[config.mk]
export PLATFORM = sky130hd
export DESIGN_NAME = uart_loopback_buffer
export DESIGN_NICKNAME = d
export VERILOG_FILES = /design/src/rtl/uart_loopback_buffer.sv
export SDC_FILE = /design/constraint.sdc
export NUM_CORES = 1
export LEC_CHECK = 0
export ABC_AREA = 1
export CAP_MARGIN = 10
export CELL_PAD_IN_SITES_DETAIL_PLACEMENT = 0
export CELL_PAD_IN_SITES_GLOBAL_PLACEMENT = 1
export CORE_ASPECT_RATIO = 0.5
export CORE_MARGIN = 2
export CORE_UTILIZATION = 42
export CTS_BUF_LIST = sky130_fd_sc_hd__clkbuf_16
export DETAILED_ROUTE_END_ITERATION = 7
export PLACE_DENSITY = 0.83
export SLEW_MARGIN = 15
export SYNTH_ARGS = -nofsm -noshare
export SYNTH_HDL_FRONTEND = slang
export SYNTH_SLANG_ARGS = --single-unit
export TNS_END_PERCENT = 5
[constraint.sdc]
create_clock -name clk -period 2.9 [get_ports clk]
set_clock_uncertainty 0.2 [all_clocks]
set_input_delay 0.725 -clock clk [delete_from_list [all_inputs] [get_ports clk]]
set_output_delay 0.725 -clock clk [all_outputs]
set_load 0.1 [all_outputs]
[src/rtl/uart_loopback_buffer.sv]
// uart_loopback_buffer: rx-to-tx character FIFO with transform modes and a tx_start/tx_busy handshake FSM
// Ports: clk/rst; mode (00 echo, 01 upper, 10 lower, 11 discard); rx_data/rx_done from the receiver;
// tx_busy/tx_start/tx_data to the transmitter; level/empty/full/almost_full status; ovf_cnt rejected pushes; tx_err sticky timeout
module uart_loopback_buffer #(
  parameter int DATA_WIDTH   = 8,
  parameter int ADDR_WIDTH   = 4,
  parameter int AFULL_LVL    = 12,
  parameter int BUSY_TIMEOUT = 16,
  parameter int OVF_CNT_W    = 8
) (
  input  logic                  clk,
  input  logic                  rst,
  input  logic [1:0]            mode,
  input  logic [DATA_WIDTH-1:0] rx_data,
  input  logic                  rx_done,
  input  logic                  tx_busy,
  output logic                  tx_start,
  output logic [DATA_WIDTH-1:0] tx_data,
  output logic [ADDR_WIDTH:0]   level,
  output logic                  empty,
  output logic                  full,
  output logic                  almost_full,
  output logic [OVF_CNT_W-1:0]  ovf_cnt,
  output logic                  tx_err
);
  localparam int DEPTH = 1 << ADDR_WIDTH;
  localparam int TW = $clog2(BUSY_TIMEOUT + 1);
  localparam logic [ADDR_WIDTH:0] DEPTH_L = (ADDR_WIDTH + 1)'(DEPTH);
  localparam logic [ADDR_WIDTH:0] AFULL_L = (ADDR_WIDTH + 1)'(AFULL_LVL);
  localparam bit CASE_EN = DATA_WIDTH == 8;
  localparam logic [1:0] IDLE = 2'd0;
  localparam logic [1:0] START = 2'd1;
  localparam logic [1:0] WAIT_BUSY = 2'd2;
  localparam logic [1:0] WAIT_DONE = 2'd3;
  logic [DATA_WIDTH-1:0] mem_q [DEPTH];
  logic [ADDR_WIDTH-1:0] wr_q, rd_q;
  logic [ADDR_WIDTH:0]   level_q, level_d;
  logic [1:0]            state_q, state_d;
  logic [TW-1:0]         cnt_q, cnt_d;
  logic [DATA_WIDTH-1:0] tx_data_q, tx_data_d, head, xf;
  logic [OVF_CNT_W-1:0]  ovf_q, ovf_d;
  logic                  empty_q, full_q, afull_q, err_q, err_d;
  logic                  pop, push, is_lo, is_up;
  assign head = mem_q[rd_q];
  assign pop = state_q == IDLE && !empty_q && !tx_busy;
  // a full FIFO still accepts a character when the head leaves on the same edge
  assign push = rx_done && (!full_q || pop);
  assign is_lo = CASE_EN && head >= DATA_WIDTH'(8'h61) && head <= DATA_WIDTH'(8'h7a);
  assign is_up = CASE_EN && head >= DATA_WIDTH'(8'h41) && head <= DATA_WIDTH'(8'h5a);
  assign xf = (mode == 2'b01 && is_lo) ? head - DATA_WIDTH'(8'h20) :
              (mode == 2'b10 && is_up) ? head + DATA_WIDTH'(8'h20) : head;
  assign level_d = level_q + (ADDR_WIDTH + 1)'(push) - (ADDR_WIDTH + 1)'(pop);
  assign ovf_d = (rx_done && !push && ovf_q != '1) ? ovf_q + OVF_CNT_W'(1) : ovf_q;
  always_comb begin
    state_d = state_q;
    cnt_d = cnt_q;
    err_d = err_q;
    tx_data_d = tx_data_q;
    case (state_q)
      IDLE: if (pop && mode != 2'b11) begin
        tx_data_d = xf;
        state_d = START;
      end
      START: begin
        cnt_d = '0;
        state_d = WAIT_BUSY;
      end
      WAIT_BUSY: if (tx_busy) state_d = WAIT_DONE;
        else if (cnt_q == TW'(BUSY_TIMEOUT - 1)) begin
          err_d = 1'b1;
          state_d = IDLE;
        end else cnt_d = cnt_q + 1'b1;
      default: state_d = tx_busy ? WAIT_DONE : IDLE;
    endcase
  end
  always_ff @(posedge clk) if (push) mem_q[wr_q] <= rx_data;
  always_ff @(posedge clk) begin
    if (rst) begin
      state_q <= IDLE;
      cnt_q <= '0;
      tx_data_q <= '0;
      wr_q <= '0;
      rd_q <= '0;
      level_q <= '0;
      empty_q <= 1'b1;
      full_q <= 1'b0;
      afull_q <= 1'b0;
      ovf_q <= '0;
      err_q <= 1'b0;
    end else begin
      state_q <= state_d;
      cnt_q <= cnt_d;
      tx_data_q <= tx_data_d;
      wr_q <= push ? wr_q + 1'b1 : wr_q;
      rd_q <= pop ? rd_q + 1'b1 : rd_q;
      level_q <= level_d;
      empty_q <= level_d == '0;
      full_q <= level_d == DEPTH_L;
      afull_q <= level_d >= AFULL_L;
      ovf_q <= ovf_d;
      err_q <= err_d;
    end
  end
  assign tx_start = state_q == START;
  assign tx_data = tx_data_q;
  assign level = level_q;
  assign empty = empty_q;
  assign full = full_q;
  assign almost_full = afull_q;
  assign ovf_cnt = ovf_q;
  assign tx_err = err_q;
endmodule

* Yosys cells after proc, flatten, opt, wreduce, memory -nomap -nowiden
Memories as Yosys holds them, arrays and structs flattened. A register that Yosys moved wholly into a read port is not among the register bits.
Index checks and enable logic that the tools add are counted.
** Storage, ports and cells
- Register bits :: 40
- Memory bits (writable) :: 128
- Bits of input ports :: 14
- Output and inout bits :: 26
- Logic and storage cells :: 74
- Memories kept :: 1
** Memories
- mem_q :: depth 16, width 8, read ports 1, clocked after memory_dff 1, wr ports 1, RTL line 35 : logic [DATA_WIDTH-1:0] mem_q [DEPTH];
** Cells by class
- $add $sub $neg :: 8
- Magnitude comparators :: 5
- Eq/ne operators :: 12
- Mux-type cells :: 14
- Bitwise operators :: 1
- Reductions and logical operators :: 22
** Operator list (number)
- >= comparator 8 x 7 -> 1 bit (second input constant) :: 2
- less-or-equal comparator 8 x 7 -> 1 bit (second input constant) :: 2
- two-way mux 8 bit :: 2
- logical AND 1 bit :: 10
- two-way mux 5 bit :: 2
- one-hot mux 5 bit (2 select lines) :: 1
- adder 4 x 1 -> 4 bit (second input constant) :: 2
- adder 8 x 1 -> 8 bit (second input constant) :: 1
- adder 8 x 6 -> 8 bit (second input constant) :: 1
- two-way mux 2 bit :: 4
- two-way mux 4 bit :: 2
- != test 8 bit (second input constant) :: 1
- subtractor 8 x 6 -> 8 bit (second input constant) :: 1
- != test 2 bit (second input constant) :: 3
- one-hot mux 2 bit (3 select lines) :: 1
- AND reduction 3 bit :: 2
- adder 5 x 1 -> 5 bit :: 1
- adder 5 x 1 -> 5 bit (second input constant) :: 1
- equality test 5 x 4 -> 1 bit (second input constant) :: 1
- equality test 5 bit (second input constant) :: 1
- >= comparator 5 x 4 -> 1 bit (second input constant) :: 1
- zero test 5 bit :: 1
- subtractor 5 x 1 -> 5 bit :: 1
- equality test 2 x 1 -> 1 bit (second input constant) :: 2
- 10 further kinds :: 16

* Depth between registers and ports, before layout
Gate-level depths: netlist of the first run.
- Word-level depth :: 8
- Mapped depth :: 20
- Gate-level depth less buffers :: 17

* Worst setup path before layout of the first run
Ideal clock, no wire load.
- Path type :: register to register
- Start :: register empty_q (netlist: empty)
- End :: register afull_q (netlist: almost_full)
- Library setup time :: 0.129 ns
- Arrival :: 2.799 ns
- Required time :: 2.571 ns
- Slack :: -0.227 ns
- Stages on the path, launching flop included :: 15
- Path buffers :: 0
- Period minus slack after synthesis :: 3.127 ns
- Cells stage by stage :: dfxtp_1 -> nor3_4 -> inv_1 -> nand2_1 -> nand2_1 -> ha_1 -> inv_1 -> ha_1 -> inv_1 -> fa_1 -> nor2_1 -> a211oi_1 -> xor2_1 -> nand2_1 -> o31ai_1
** On the way
- Cells in the longest elaborated chain, start to end :: 8
** Ends and longest elaborated chain
- start, declared :: RTL line 42 : logic empty_q, full_q, afull_q, err_q, err_d;
- start signal, assigned :: RTL line 85 : empty_q <= 1'b1;
- start signal, assigned :: RTL line 97 : empty_q <= level_d == '0;
- zero test 1 bit (*) :: RTL line 45 : assign pop = state_q == IDLE && !empty_q && !tx_busy;
- logical AND 1 bit (*) (2 in series) :: RTL line 45
- net pop :: RTL line 43 : logic pop, push, is_lo, is_up;
- logical OR 1 bit :: RTL line 47 : assign push = rx_done && (!full_q || pop);
- logical AND 1 bit :: RTL line 47
- adder 5 x 1 -> 5 bit :: RTL line 52 : assign level_d = level_q + (ADDR_WIDTH + 1)'(push) - (ADDR_WIDTH + 1)'(pop);
- subtractor 5 x 1 -> 5 bit (*) :: RTL line 52
- >= comparator 5 x 4 -> 1 bit (*) :: RTL line 99 : afull_q <= level_d >= AFULL_L;
- end signal, assigned :: RTL line 87 : afull_q <= 1'b0;
- end signal, assigned :: RTL line 99
- end, declared :: RTL line 42
The timed path passes the listed nets; every way through them passes the cells marked *.
A chain may end at the register's enable or synchronous reset.

* Worst setup path in the final report of the first run
- Start :: register state_q[1]
- End :: register afull_q (netlist: almost_full)
** On the way
- Cells in the longest elaborated chain, start to end :: 8
** Ends and longest elaborated chain
- start, declared :: RTL line 38 : logic [1:0] state_q, state_d;
- start signal, assigned :: RTL line 91 : state_q <= state_d;
- zero test 2 bit (*) :: RTL line 45
- logical AND 1 bit (*) (2 in series) :: RTL line 45
- net pop :: RTL line 43
- logical OR 1 bit :: RTL line 47
- logical AND 1 bit :: RTL line 47
- adder 5 x 1 -> 5 bit :: RTL line 52
- subtractor 5 x 1 -> 5 bit (*) :: RTL line 52
- >= comparator 5 x 4 -> 1 bit (*) :: RTL line 99
Marks and branches as above.

==> reports/metrics.cfg, run 1 <==
[drt]
vias = 5349
first_pass_iters = 6
drt_wl_total_mm = 17.06
route.detailed.drc = 0
wl_per_cell_um = 15.74
via_per_inst = 4.935
dr.first_iter.drc_count = 385
ant_nets = 0

[grt]
grtUsageTotal_pct = 18.98
antenna_found_initial = 0
grt_pass1_wl_mm = 27.85
gr-total-overflow = 0
grt_pass1_vias = 5269
grt_max_degree = 40

[hold_path]
hold_class = reg -> reg
hp-start = ovf_cnt[4]

[critical_path]
path_delay_family = adder cells
critPathCaptureType = flip-flop
startpoint = state_q[1]
crit_chain = nor2_2 > inv_1 > nor3_4 > inv_2 > nand2_1 > nand2_1 > ha_1 > inv_1 > ha_1 > inv_1 > fa_2 > nor2_1 > a211oi_1 > xor2_1 > nand2_1 > o31ai_1
path_class = reg -> reg
slowest_delay_ps = 370
worst-path-buf-inv = 4
r2r-start = state_q[1]
crit_slowest_cell = fa_2
cp.required_ps = 3010
cp.arrival_ps = 2820
worstPathMaxFanout = 3
regToRegSetupSlack_ps = 180
start_kind = flip-flop

[synth]
synthArstFlopShare_pct = 0
yosysWarnings = 0
synth_ff_type = edfxtp_1
synth.avg_cell_area_um2 = 9.806
synthesis.nets = 798
ys_seq_area_share_pct = 62.82
synthCells = 767
synth_cell_types = 38
synth-seq-cells = 172
syn_area_mm2 = 0.007521
synth_edf_count = 128

[power]
leakage_nw = 3.663
switchingPower_mw = 3.033
p_seq_share_pct = 37.3
power_density_mw_per_mm2 = 890.3
ir_drop_uv = 978.3
clockPowerShare_pct = 28.2
switching_share_pct = 38.36
p_int_mw = 4.874
comb_power_share_pct = 34.5

[clock_tree]
path_clk_slew_ps = 70
ctsHtreeMaxLevel = 4
cts_resized = 0
cts_tree = done
post_cts_buffers = 0
ctsRootBufferMaster = clkbuf_16
ctsHoldBuffers = 0
clk_latency_ps = 420
cts.path.max_buffers = 2
cts_num_sinks = 172
cts_made_buffers = 17

[floorplanning]
die_area_mm2 = 0.01906
die_x_um = 193.2
fp.dieH_um = 98.63
start_util_pct = 43.12
rows = 34
core_area_mm2 = 0.01744
io-pin-count = 40

[final_layout]
area_growth_pct = 18.08
multi_input_area_mm2 = 0.002256
final_area_mm2 = 0.008881
fin_nets = 868
drive_above_1_share_pct = 14.00
stdcell_count = 1084
regArea_mm2 = 0.004727
diodes = 0
fillers = 1578

[placed_design]
port_buffers = 39
finalWeightedCongestion = 0.7903
dpl_cell_area_mm2 = 0.008290
hpwl_mm = 11.06
dp_cells = 1052

[timing]
whs_ps = 278.2
hold_viol = 0
fmax_mhz = 368.2
worst_slew_pin_slew_ps = 752.9
slew_viol_final = 0
grt_setup_unrepaired = yes
min_period_over_period_pct = 93.64
setup_tns_ps = 0
post-route-min-period_ps = 2716
finalSetupViolCount = 0
maxSlewHeadroom_pct = 49.65

[status]
status = finished, final reports clean

[flow_run]
cap_viol_max_count = 0

==> worst register-to-register path, cell delays in order, from the launching register on <==
cell,delay (ps)
dfxtp_1,330
nor2_2,160
inv_1,100
nor3_4,200
inv_2,50
nand2_1,50
nand2_1,60
ha_1,270
inv_1,60
ha_1,150
inv_1,60
fa_2,370
nor2_1,120
a211oi_1,60
xor2_1,170
nand2_1,110
o31ai_1,90
==> area by class of cell <==
type / instances / area share, %
timing repair buffer: 80 / 7.298
clock inverter: 15 / 1.691
multi-input combinational: 465 / 25.40
sequential: 172 / 53.23
clock buffer: 17 / 4.790
tap: 234 / 3.297
inverter: 101 / 4.297
==> metal layers <==
| metal | routed length (um) | up-vias | GRT usage (%) |
|---|---|---|---|
| met5 | 0 | - | 0 |
| met4 | 222 | 0 | 6.400 |
| met3 | 1199 | 15 | 3.901 |
| met2 | 7745 | 164 | 30.80 |
| met1 | 7895 | 2501 | 25.72 |
| li1 | - | 2669 | - |
==> stage by stage <==
| step | power [mW] | worst slack, ps | utilization [%] |
|---|---|---|---|
| final | 7.907 | 184.4 | 50.92 |
| after global routing | 8.352 | -18.58 | 50.92 |
| after global placement | 5.669 | -360.9 | 47.53 |
| after floorplan | 4.946 | 14.11 | - |
| after detailed placement | 5.704 | -439.3 | 47.53 |
| after CTS | 7.919 | 22.26 | 50.83 |
==> flip-flops by register name, indices dropped and copies added (netlist names), named ones only <==
register and flops:
mem_q 128, almost_full 1, wr_q 4, full 1, ovf_cnt 8, tx_data 8, level 5, empty 1
rd_q 4, cnt_q 5, state_q 2, tx_err 1
==> worst paths after layout <==
check | endpoint | depth (start not counted)
max | almost_full | 16
min | ovf_cnt[4] | 2
max reg2reg | almost_full | 16
min reg2reg | ovf_cnt[4] | 2
==> power by group through the flow <==
stage               Sequential (mW)  Combinational [mW]  Clock (mW)
floorplan                      3.53                1.42           0
global placement               2.99                2.68           0
detailed placement             2.99                2.71           0
CTS                            2.95                2.72        2.25
global route                   2.97                3.02        2.37
finish                         2.95                2.73        2.23
==> cell usage in the layout (no fill, tap or decap), types with 3 or more instances in the layout <==
| master | count |
|---|---|
| edfxtp_1 | 128 |
| a21oi_1 | 16 |
| nor3_1 | 5 |
| o21ai_0 | 27 |
| a211oi_1 | 3 |
| clkbuf_16 | 17 |
| inv_6 | 3 |
| nand3_1 | 86 |
| ha_1 | 16 |
| o211ai_1 | 7 |
| o21ai_1 | 5 |
| clkdlybuf4s50_1 | 12 |
| nand4_1 | 6 |
| nand2_2 | 3 |
| inv_2 | 8 |
| nand2_1 | 176 |
| buf_4 | 66 |
| xor2_1 | 5 |
| dfxtp_1 | 42 |
| a31oi_1 | 3 |
| nor2_1 | 88 |
| clkinvlp_4 | 4 |
| inv_1 | 93 |
==> synthesized netlist by cell type, types with 3 or more instances <==
cell | number | share of area, %
ha_1 | 16 | 2.7
clkbuf_1 | 8 | 0.40
nor2_1 | 89 | 4.4
o211ai_1 | 7 | 0.70
o21ai_1 | 5 | 0.33
nor3_1 | 5 | 0.33
inv_1 | 92 | 4.6
buf_6 | 6 | 0.90
a31oi_1 | 3 | 0.25
nand2_1 | 176 | 8.8
nand3_1 | 86 | 5.7
buf_2 | 14 | 0.93
edfxtp_1 | 128 | 51
inv_2 | 7 | 0.35
a211oi_1 | 3 | 0.30
nand4_1 | 6 | 0.50
a21oi_1 | 16 | 1.1
dfxtp_1 | 44 | 12
o21ai_0 | 27 | 1.8
nand2_2 | 3 | 0.25
xor2_1 | 6 | 0.70
==> cell families (layout without fill, tap and decap cells) <==
logic type / count (synthesis) / in the layout / share of synthesized area (%)
adder cells (fa/ha/maj): 17 / 17 / 2.928
AO/OA/AOI/OAI: 70 / 70 / 5.374
XOR/XNOR: 6 / 6 / 0.6987
flip-flops: 172 / 172 / 62.82
buffers and inverters: 130 / 213 / 7.353
AND/OR/NAND/NOR: 372 / 372 / 20.83
Note: power is estimated with default switching activity, not from simulation.
==> run 2: changes to the inputs <==
--- a/config.mk
+++ b/config.mk
@@ -14,7 +14,7 @@
 export CORE_UTILIZATION = 42
 export CTS_BUF_LIST = sky130_fd_sc_hd__clkbuf_16
 export DETAILED_ROUTE_END_ITERATION = 7
-export PLACE_DENSITY = 0.83
+export PLACE_DENSITY_LB_ADDON = 0.12
 export SLEW_MARGIN = 15
 export SYNTH_ARGS = -nofsm -noshare
 export SYNTH_HDL_FRONTEND = slang
==> constraint.sdc (replaced) <==
create_clock -name clk -period 2.4 [get_ports clk]
set_clock_uncertainty 0.2 [all_clocks]
set_input_delay 0.6 -clock clk [delete_from_list [all_inputs] [get_ports clk]]
set_output_delay 0.6 -clock clk [all_outputs]
set_load 0.1 [all_outputs]
==> reports/metrics.cfg, run 2 (same netlist as run 1, synthesis figures left out) <==
[status]
status = finished with violations  ; was finished, final reports clean
violations = setup timing

[final_layout]
fin_nets = 926  ; was 868
fillers = 1611  ; was 1578
diodes = 0  ; unchanged
drive_above_1_share_pct = 23.57  ; was 14.00%
area_growth_pct = 26.98  ; was 18.08%
largest_reg_flops = 128  ; unchanged
final_cell_mix = nand2_1 (166), edfxtp_1 (128), buf_4 (112)  ; was nand2_1 (176), edfxtp_1 (128), inv_1 (93)
final_common_cell = nand2_1  ; unchanged
top_register = mem_q  ; unchanged
regArea_mm2 = 0.004735  ; was 0.004727 mm2
multi_input_area_mm2 = 0.002407  ; was 0.002256 mm2

[clock_tree]
cts_made_buffers = 17  ; unchanged
ctsHoldBuffers = 0  ; unchanged
path_clk_slew_ps = 70  ; about the same
clk_latency_ps = 430  ; was 420 ps
ctsHtreeMaxLevel = 4  ; unchanged
cts_num_sinks = 172  ; unchanged
cts.path.max_buffers = 2  ; unchanged
cts_tree = done  ; unchanged
ctsRootBufferMaster = clkbuf_16  ; unchanged

[critical_path]
r2r_cells = 17  ; was 16
regToRegSetupSlack_ps = -90  ; was 180 ps
start_kind = flip-flop  ; unchanged
cp.arrival_ps = 2610  ; was 2820 ps
worstPathMaxFanout = 8  ; was 3
path_class = reg -> reg  ; unchanged
cp.required_ps = 2520  ; was 3010 ps
critPathCaptureType = flip-flop  ; unchanged

[timing]
fin_ws_ps = -90.59  ; was 184.4 ps
fmax_mhz = 401.5  ; was 368.2 MHz
worst_slew_pin_slew_ps = 444.9  ; was 752.9 ps
finalSetupViolCount = 7  ; was 0
grt_setup_unrepaired = yes  ; unchanged
hold_viol = 0  ; unchanged
slew_viol_final = 0  ; unchanged
min_period_over_period_pct = 103.8  ; was 93.64%
maxSlewHeadroom_pct = 70.31  ; was 49.65%
post-route-min-period_ps = 2491  ; was 2716 ps

[drt]
ant_nets = 0  ; unchanged
via_per_inst = 4.843  ; was 4.935
route.detailed.drc = 0  ; unchanged
dr.first_iter.drc_count = 487  ; was 385
wl_per_cell_um = 16.41  ; was 15.74 um
first_pass_iters = 5  ; was 6
drt_wl_total_mm = 18.74  ; was 17.06 mm
vias = 5531  ; was 5349

[floorplanning]
die_x_um = 193.2  ; unchanged
io-pin-count = 40  ; unchanged
start_util_pct = 43.12  ; unchanged
core_area_mm2 = 0.01744  ; unchanged
fp.dieH_um = 98.63  ; unchanged
rows = 34  ; unchanged
die_area_mm2 = 0.01906  ; unchanged

[grt]
gr-total-overflow = 0  ; unchanged
antenna_found_initial = 0  ; unchanged
grt_pass1_vias = 5390  ; was 5269
grt_pass1_wl_mm = 29.79  ; was 27.85 mm
grtUsageTotal_pct = 20.46  ; was 18.98%
grt_max_degree = 20  ; was 40

[placed_design]
hpwl_mm = 12.48  ; was 11.06 mm
finalWeightedCongestion = 0.8168  ; was 0.7903
post-place-ws_ps = -718.9  ; was -439.3 ps
port_buffers = 39  ; unchanged

[power]
power_density_mw_per_mm2 = 1082  ; was 890.3 mW/mm2
ir_drop_uv = 1014  ; was 978.3 uV
leakage_nw = 3.986  ; was 3.663 nW
power.total_mw = 10.33  ; was 7.907 mW

[flow_run]
cap_viol_max_count = 0  ; unchanged

[hold_path]
min_path_cells = 2  ; unchanged
hold_class = reg -> reg  ; unchanged

==> run 2: cell count changes in the layout (fill, tap and decap cells not counted), moves of 10 or more <==
cell,previous run,this run
nand3_1,86,76
nand3_2,1,11
buf_4,66,112
nand2_1,176,166
o21ai_0,27,16
==> run 2: routing by layer <==
| layer | vias up | track usage [%] | part of all wire, % | wire length, um |
|---|---|---|---|---|
| met5 | - | 0 | 0 | 0 |
| met3 | 22 | 4.004 | 5.7 | 1065 |
| met1 | 2582 | 30.23 | 51 | 9495 |
| met4 | 0 | 6.342 | 1.4 | 261 |
| met2 | 140 | 30.52 | 42 | 7918 |
| li1 | 2787 | - | - | - |
==> run 2: what timing repair did <==
action	4_1_cts	5_1_grt
setup endpoints to repair	8	73
pin swaps	6	14
cloned	0	1
setup buffers	3	13
gates resized for setup	13	51
==> run 2: report_power, final <==
group / leakage (nW) / internal [mW] / switching (mW)
clock: 0.265 / 1.34 / 1.24
combinational: 2.20 / 1.55 / 2.61
sequential: 1.52 / 3.42 / 0.168
==> run 2: path summary, 6_finish.rpt <==
check                           startpoint         end
worst max-delay path             flip-flop  tx_data[6]
worst min-delay path            ovf_cnt[4]  ovf_cnt[4]
worst max register to register   flip-flop  tx_data[6]
worst min register to register  ovf_cnt[4]  ovf_cnt[4]
==> run 2: layout make-up <==
class	instances	area share, %
inverter	101	4.101
tap	234	3.066
sequential	172	49.57
timing repair buffer	138	12.38
clock inverter	15	1.218
clock buffer	17	4.454
multi-input combinational	465	25.21
==> run 2: through the flow <==
| step | cells | hold WS (ps) | instance area (um2) | TNS [ps] | util (%) |
|---|---|---|---|---|---|
| finish | 1142 | 271.8 | 9550 | -324.7 | 54.76 |
| global placement | 1093 | 248.5 | 8670 | -44520 | 49.71 |
| global route | 1142 | 296.4 | 9550 | -2279 | 54.76 |
| CTS | 1128 | 275.6 | 9268 | -512.0 | 53.13 |
| floorplan | 767 | 247.3 | 7569 | -1446 | - |
| detailed placement | 1093 | 266.0 | 8670 | -46080 | 49.71 |
==> run 2: critical path: stages (launching register included) <==
cell and delay [ps]:
dfxtp_4 390, buf_6 150, buf_12 140, buf_4 130, nand2_1 60, nand3_1 70
nand3_1 120, nand3_1 190, nand2_2 190, inv_2 50, nor2_1 120, nand3_1 100
nand2_2 120, nand2_2 70, nand2_1 50, nand2_1 50, nand2_1 90, a21oi_2 60
==> edit, RTL diff (config.mk and constraints of run 2) <==
`OVF_CNT_W`: 8 -> 9.
--- a/src/rtl/uart_loopback_buffer.sv
+++ b/src/rtl/uart_loopback_buffer.sv
@@ -8,3 +8,3 @@
   parameter int BUSY_TIMEOUT = 16,
-  parameter int OVF_CNT_W    = 8
+  parameter int OVF_CNT_W    = 9
 ) (
Interface: changed (resized ovf_cnt); port bits go from 40 to 41. The function was not compared with the original's and may differ.
==> edit against run 2 <==
Setup slack improved by 130 ps. Clock power grew 7%. Sequential cell count up 1. Sequential share of layout area decreased by 0.55 points. Routed wire length is 2.3% lower. Cell area rose by 1.7%. Non-clock buffer count grew 3. Combinational power down 3%. Critical path depth decreased by 3. Die area up 1.7%. Via count shrank 0.81%. Core utilization rose by 0.38 points. Synthesized area up 1.7%. Power is 0.86% higher. Critical endpoint is now almost_full. Largest cell class unchanged.
==> edit: results (changes against run 2) <==
| Metric | Value |
|---|---|
| Bufs w/o clock | 141 (+2.2%) |
| CP delay by family, top | adder cells |
| Reg2Reg Depth | 14 (-3) |
| PortBufs | 40 (+2.6%) |
| Worst vdd ir | 1.07 mV (+5.7%) |
| Status | complete, no violations |
| Area after DPL | 8860 um2 (+2.2%) |
| Clock Power | 2.76 mW (+7%) |
| Setup TNS Final | 0 ps (+325 ps) |
| Met1 usage | 28.2% (-2.0 points) |
| Met2 routed WL | 8.04 mm (+1.6%) |
| GRT Total Usage | 19.7% (-0.77 points) |
| Met3 Use GR | 4.17% (+0.17 points) |
| Place WS | -738 ps (-18.7 ps) |
| Switching pwr | 3.94 mW (-2.0%) |
| Post-DP HPWL | 12.5 mm (+0.32%) |
| Hold EP | cnt_q[2] |
| Crit path max fanout | 4 (-4) |
| Sequential power share | 34.8% (about the same) |
| R2R setup slack | 40 ps (+130 ps) |
| Period utilization | 98.5% (-5.2 points) |
| CP Data Arrival Time | 2460 ps (-150 ps) |
| Vias in the first global route | 5,344 (-0.85%) |
| Largest net degree at the start of global routing | 24 (+20%) |
| R2R Path End | almost_full |
| Met3 WL | 879 um (-17%) |
| DR vias/cell | 4.78 (-1.3%) |
| Synth top area cells | edfxtp_1 50%, dfxtp_1 12%, nand2_1 8.4%, nand3_1 5.2%, inv_1 5.0% |
| Area added between synthesis and finish | 26.9% (about the same) |
| Leakage dissipation | 4.07 nW (+2.1%) |
| Met2 usage | 30.6% (+0.11 points) |
| Comb_multi_in | 464 (-0.22%) |
| Final #Nets | 934 (+0.86%) |
| Synth top cells by count | 172 x nand2_1, 128 x edfxtp_1, 101 x inv_1, 92 x nor2_1, 79 x nand3_1 |
| Clk tree area frac | 6.04% (+0.37 points) |
| Yosys cell types | 41 (+7.9%) |
| Synthesized Nets | 802 (+0.50%) |
| Detailed Route Iter0 Violations | 348 (-29%) |
| Inverters | 105 (+4.0%) |
| DP Cell Count | 1,108 (+1.4%) |
| WL/cell | 16.0 um (-2.8%) |
| M1 wire length | 9.25 mm (-2.6%) |
| Post-Route WL | 18.3 mm (-2.3%) |
| First-pass GRT wire length | 28.5 mm (-4.4%) |
| Sw frac | 37.8% (-1.1 points) |
| Fraction of area in registers | 49.0% (-0.55 points) |
| Ratio of cells with drive above 1 in the final layout | 24.1% (+0.50 points) |
| Slowest CP cell | fa_2 |
| Layout fillers | 1,570 (-2.5%) |
| Sequential cell count | 173 (+0.58%) |
| Hold_sp | cnt_q[2] |
| Worst Max-Slew Pin Slew | 650 ps (+205 ps) |
| Avg Cell Area, Syn | 9.94 um2 (+1.4%) |
| Register area | 4760 um2 (+0.56%) |
| Routability cong. | 0.834 (+2.1%) |
==> edit: changes by cell type in the layout (fill, tap and decap cells not counted), sizes merged, moves of 2 or more <==
| cell | run 2 | this run |
|---|---|---|
| clkinv | 10 | 6 |
| nand3 | 87 | 80 |
| bufinv | 0 | 2 |
| o211ai | 7 | 9 |
| inv | 105 | 110 |
| buf | 124 | 126 |
| clkbuf | 18 | 20 |
| nor3 | 6 | 8 |
| a21oi | 18 | 14 |
| nor2 | 90 | 93 |
==> edit: logic make-up after synthesis <==
group | after synthesis | synth area share [%]
adder cells (fa/ha/maj) | 18 | 3.04
buffers and inverters | 133 | 8.26
AND/OR/NAND/NOR | 370 | 20.4
AO/OA/AOI/OAI | 70 | 5.59
flip-flops | 173 | 62.0
XOR/XNOR | 6 | 0.687
==> edit: repair_timing <==
action | in CTS | in global routing
gates cloned | 1 | 2
endpoints found under the setup margin | 8 | 8
gates resized for setup | 15 | 45
setup buffers | 3 | 3
pin swaps | 2 | 24
